### src/rtl/wb_arbiter.sv
// Write-back arbiter: merges ALU results (priority) and buffered multiply results into one register-file write port.
// Optional overflow trap enabled by defining WB_OVF_TRAP_EN.
module wb_arbiter #(
  parameter int DEPTH    = 4,
  parameter int REG_SIZE = 32
) (
  input  logic                clk,
  input  logic                reset,
  input  logic                alu_valid,
  input  logic [REG_SIZE-1:0] alu_result,
  input  logic [4:0]          alu_dst,
  input  logic                mul_valid,
  input  logic [REG_SIZE-1:0] mul_result,
  input  logic                mul_zero,
  input  logic                mul_overflow,
  input  logic [4:0]          mul_dst,
  output logic                mul_stall,
  output logic                rf_we,
  output logic [4:0]          rf_waddr,
  output logic [REG_SIZE-1:0] rf_wdata,
  output logic                rf_zero,
  output logic                exc_overflow,
  output logic [31:0]         pending_mask
);

  localparam int PW = (DEPTH > 1) ? $clog2(DEPTH) : 1;
  localparam int CW = PW + 1;
`ifdef WB_OVF_TRAP_EN
  localparam bit TRAP_EN = 1'b1;
`else
  localparam bit TRAP_EN = 1'b0;
`endif

  logic [REG_SIZE-1:0] buf_data [DEPTH];
  logic [4:0]          buf_dst  [DEPTH];
  logic                buf_zero [DEPTH];
  logic                buf_ovf  [DEPTH];
  logic                buf_live [DEPTH];
  logic [PW-1:0]       wr_ptr, rd_ptr;
  logic [CW-1:0]       count;

  logic accept, kill, bypass, deq, enq, in_live;
  logic                sel_we, sel_zero, sel_exc;
  logic [4:0]          sel_addr;
  logic [REG_SIZE-1:0] sel_data;

  assign mul_stall = (count == CW'(DEPTH));
  assign accept    = mul_valid && !mul_stall;
  assign kill      = alu_valid && (alu_dst != 5'd0);
  // An accepted result that finds the slot free and the buffer empty skips storage.
  assign bypass    = accept && (count == '0) && !alu_valid;
  assign deq       = !alu_valid && (count != '0);
  assign enq       = accept && !bypass;
  assign in_live   = !(kill && (mul_dst == alu_dst));

  always_comb begin
    sel_we   = 1'b0;
    sel_zero = 1'b0;
    sel_exc  = 1'b0;
    sel_addr = '0;
    sel_data = '0;
    if (alu_valid) begin
      sel_we   = (alu_dst != 5'd0);
      sel_addr = alu_dst;
      sel_data = alu_result;
      sel_zero = (alu_result == '0);
    end else if (deq) begin
      sel_we   = buf_live[rd_ptr] && (buf_dst[rd_ptr] != 5'd0) && !(TRAP_EN && buf_ovf[rd_ptr]);
      sel_exc  = buf_live[rd_ptr] && TRAP_EN && buf_ovf[rd_ptr];
      sel_addr = buf_dst[rd_ptr];
      sel_data = buf_data[rd_ptr];
      sel_zero = buf_zero[rd_ptr];
    end else if (bypass) begin
      sel_we   = (mul_dst != 5'd0) && !(TRAP_EN && mul_overflow);
      sel_exc  = TRAP_EN && mul_overflow;
      sel_addr = mul_dst;
      sel_data = mul_result;
      sel_zero = mul_zero;
    end
  end

  always_ff @(posedge clk or posedge reset) begin
    if (reset) begin
      rf_we        <= 1'b0;
      rf_waddr     <= '0;
      rf_wdata     <= '0;
      rf_zero      <= 1'b0;
      exc_overflow <= 1'b0;
      count        <= '0;
      wr_ptr       <= '0;
      rd_ptr       <= '0;
      for (int i = 0; i < DEPTH; i++) buf_live[i] <= 1'b0;
    end else begin
      rf_we        <= sel_we;
      rf_waddr     <= sel_addr;
      rf_wdata     <= sel_data;
      rf_zero      <= sel_zero;
      exc_overflow <= sel_exc;
      // A newer ALU write to the same register makes buffered results stale.
      for (int i = 0; i < DEPTH; i++) begin
        if (kill && (buf_dst[i] == alu_dst)) buf_live[i] <= 1'b0;
      end
      if (enq) begin
        buf_live[wr_ptr] <= in_live;
        wr_ptr           <= wr_ptr + 1'b1;
      end
      if (deq) rd_ptr <= rd_ptr + 1'b1;
      case ({enq, deq})
        2'b10:   count <= count + 1'b1;
        2'b01:   count <= count - 1'b1;
        default: count <= count;
      endcase
    end
  end

  always_ff @(posedge clk) begin
    if (enq) begin
      buf_data[wr_ptr] <= mul_result;
      buf_dst[wr_ptr]  <= mul_dst;
      buf_zero[wr_ptr] <= mul_zero;
      buf_ovf[wr_ptr]  <= mul_overflow;
    end
  end

  always_comb begin
    logic [PW-1:0] off;
    off          = '0;
    pending_mask = '0;
    for (int i = 0; i < DEPTH; i++) begin
      off = PW'(i) - rd_ptr;
      if (({1'b0, off} < count) && buf_live[i] && (buf_dst[i] != 5'd0))
        pending_mask[buf_dst[i]] = 1'b1;
    end
    pending_mask[0] = 1'b0;
  end

endmodule

### config.mk
export PLATFORM = sky130hd
export DESIGN_NAME = wb_arbiter
export DESIGN_NICKNAME = d
export VERILOG_FILES = /design/src/rtl/wb_arbiter.sv
export SDC_FILE = /design/constraint.sdc
export NUM_CORES = 1
export LEC_CHECK = 0
export CAP_MARGIN = 15
export CORE_MARGIN = 4
export CORE_UTILIZATION = 35
export CTS_BUF_LIST = sky130_fd_sc_hd__clkbuf_2 sky130_fd_sc_hd__clkbuf_4 sky130_fd_sc_hd__clkbuf_8
export DETAILED_ROUTE_END_ITERATION = 6
export PLACE_DENSITY = 0.65
export SETUP_SLACK_MARGIN = 0.3
export SLEW_MARGIN = 10
export SYNTH_ARGS = -nofsm -noshare
export SYNTH_HDL_FRONTEND = slang
export SYNTH_SLANG_ARGS = --single-unit
export TNS_END_PERCENT = 5
### constraint.sdc
create_clock -name clk -period 2.7 [get_ports clk]
set_input_delay 0.27 -clock clk [delete_from_list [all_inputs] [get_ports clk]]
set_output_delay 0.27 -clock clk [all_outputs]
set_load 0.05 [all_outputs]
==> metrics.txt <==
CTS sink count=202; CP Buf/Inv Count=3; Tot Pwr=~13 mW; max cap viols=0; most frequent cells in the layout=edfxtp_1, clkdlybuf4s50_1, nand3_1; total iterations of the first detailed-routing run=7; H-tree Lvls=1; Worst-Skew Late Latency=0.55 ns; Synth Flop Type=edfxtp_1; WS Path Type=flop to output pin; fin cells=1214; Synth Warn #=0; Post-Route Utilization=48.4%; DPL Wire Length=between 15000 and 20000 µm; CP endpoint kind=output pin; CTS max path bufs=3; vias in the first global route=7035; # port buffers=149; antenna violations before repair=4; via count=6836; diode count=0; Max Clk Rate=352 MHz; actual slew at the worst max-slew pin=~0.65 ns; GRT Total Usage=17.0%; first-pass GRT wire length=40600 µm; gpl congestion=slightly below 0.9; slowest stage cell, crit path=dfrtp_2; Required @ worst endpoint=2.43 ns; Reg clk slew, reported paths=0.07 ns; Setup Skew=0.0194 ns; WP depth=9; # IOs=153; CTS tree=yes; Slew headroom=56.3%; Layout area overhead=34.5%; HP Class=input port to async pin; FF-to-FF path depth=8; Antenna Violating Nets Remaining=0; leakage power=4.65 nW; cell row count=59; synth top area cells=edfxtp_1, dfrtp_1, mux4_2; Critical Path, Cell by Cell=xnor2_2 > inv_2 > ha_4 > a21oi_4 > o211ai_1 > buf_4 > o32ai_2 > a221o_2 > buf_12; number of flops mapped to enable cells by yosys=152; Iteration-0 DRC Markers=~800; TritonCTS Buffers=31; Final WS setup=-0.145 ns; Synth async-reset ratio=24.8%; share of cells above drive strength 1=25.0%; Fin. Hold Viols=0; average routed wire per standard cell=about 22 µm; cells after synthesis=686; Tmin final=2.84 ns; Startpoint Class=flop; unrepaired setup endpoints after global routing=true; core area=26400 µm²; maximum vdd drop=619 µV; Setup TNS=-1.88 ns; pin count of the biggest net entering global routing=39; result of the run=finished, violations left; Congestion Overflow GR=0; Synth top area share=48.2%; Placement Setup Slack=between 0.2 and 0.25 ns; setup violators final=21; Yosys reg bits=approximately 200; crit share post-route=105%; slowest stage delay, CP=0.43 ns; Die Y=173 µm; failing checks=design-rule violations, negative setup slack; fraction of the yosys area taken by sequential cells=61.4%; DRT Wirelength=26500 µm; DRC viols=16; P per Cell Area=1020 nW/µm²; die area=approximately 30000 µm²; Slew Viols, Final=0; Synth Cell Area=9480 µm²; Syn Area/Cell=13.8 µm²; Top Family by Delay on Critical Path=compound AO/OA/AOI/OAI gates; crit-path max FO=7; Critical Path AT=2.57 ns; Inst Count DP=around 1.2k; vias per std cell=5.63; CTS Root Cell=clkbuf_8; Die Span X=173 µm; Yosys cell types=51; leading area contributor after synthesis=edfxtp_1; Initial Utilization=36.0%; most common cell after layout, fill and taps aside=edfxtp_1; Total Nets Final=945
cell usage after synthesis, types with 8 or more instances:
library cell  number
and2_1            10
nor2b_1            8
nand3_1           68
nand4_1           16
dfrtp_1           50
a222oi_1          37
o22ai_1           12
ha_1               9
inv_1             55
edfxtp_1         152
and3_1            11
clkbuf_1          40
nor2_1            16
nand2_1           24
nor4_1            11
xnor2_1           19
a221o_1           10
buf_2              8
xor2_1            13
nor3b_1            9
mux4_2            39
final cells by class:
type,count,area [µm²]
inverter,55,213
tap,335,419
fill,2273,13600
clock buffer,43,529
clock inverter,14,63.8
sequential,202,5820
multi-input combinational,373,3460
timing repair buffer,192,2240
cells by family after synthesis:
logic type	Yosys count	share of synthesized area, %
fa+ha+maj	10	1.40
compound gates	90	8.39
simple gates	199	11.7
other cells	1	0.0396
flops	202	61.4
buf+inv	112	4.82
xor+xnor	32	2.96
mux	40	9.37
worst paths after layout:
check | start | end | slack [ns]
hold / removal | reset | rf_wdata[26]$_DFF_PP0_ | 0.12
setup reg to reg | count[1]$_DFFE_PP0P_ | buf_data[0][8]$_DFFE_PP_ | 0.48
setup / recovery | rd_ptr[1]$_DFFE_PP0P_ | pending_mask[24] | -0.14
hold reg to reg | buf_live[1]$_DFF_PP0_ | buf_live[1]$_DFF_PP0_ | 0.57
max in group asynchronous | reset | rf_waddr[3]$_DFF_PP0_ | 1.99
min in group clk | alu_valid | rf_wdata[31]$_DFF_PP0_ | 0.32
registers in the layout (all words and copies together) (netlist names):
register and count:
buf_data 128, rf_wdata 32, buf_dst 20, rf_waddr 5
buf_live 4, buf_zero 4, count 3, rd_ptr 2
wr_ptr 2, rf_we 1, rf_zero 1
where the power goes:
part | switching, mW | total (mW) | internal (mW)
logic | 3.46 | 6.00 | 2.54
registers | 0.386 | 4.55 | 4.16
clock network | 1.14 | 2.40 | 1.27
total | 4.99 | 13.0 | 7.97
through the flow:
step / hold slack [ns] / cell area (µm²)
floorplan: 0.369 / 9690
global placement: 0.548 / 12000
detailed placement: 0.563 / 12000
CTS: 0.110 / 12700
global route: 0.144 / 12700
finish: 0.118 / 12700
metal layers:
metal	vias to the layer above	share of wire, %	track usage, %
met4	8	2.0	5.49
met3	53	9.5	4.37
li1	3033	-	-
met1	3397	40	21.9
met2	345	48	28.4
met5	-	0.21	0
timing repair:
action / CTS / global route
endpoints found under the setup margin: 32 / 31
resized for setup: 19 / 17
hold buffers: 0 / 0
setup buffers: 2 / 1
cloned: 1 / 0
pin swaps: 10 / 16
Power figures use the tool's default switching activity.
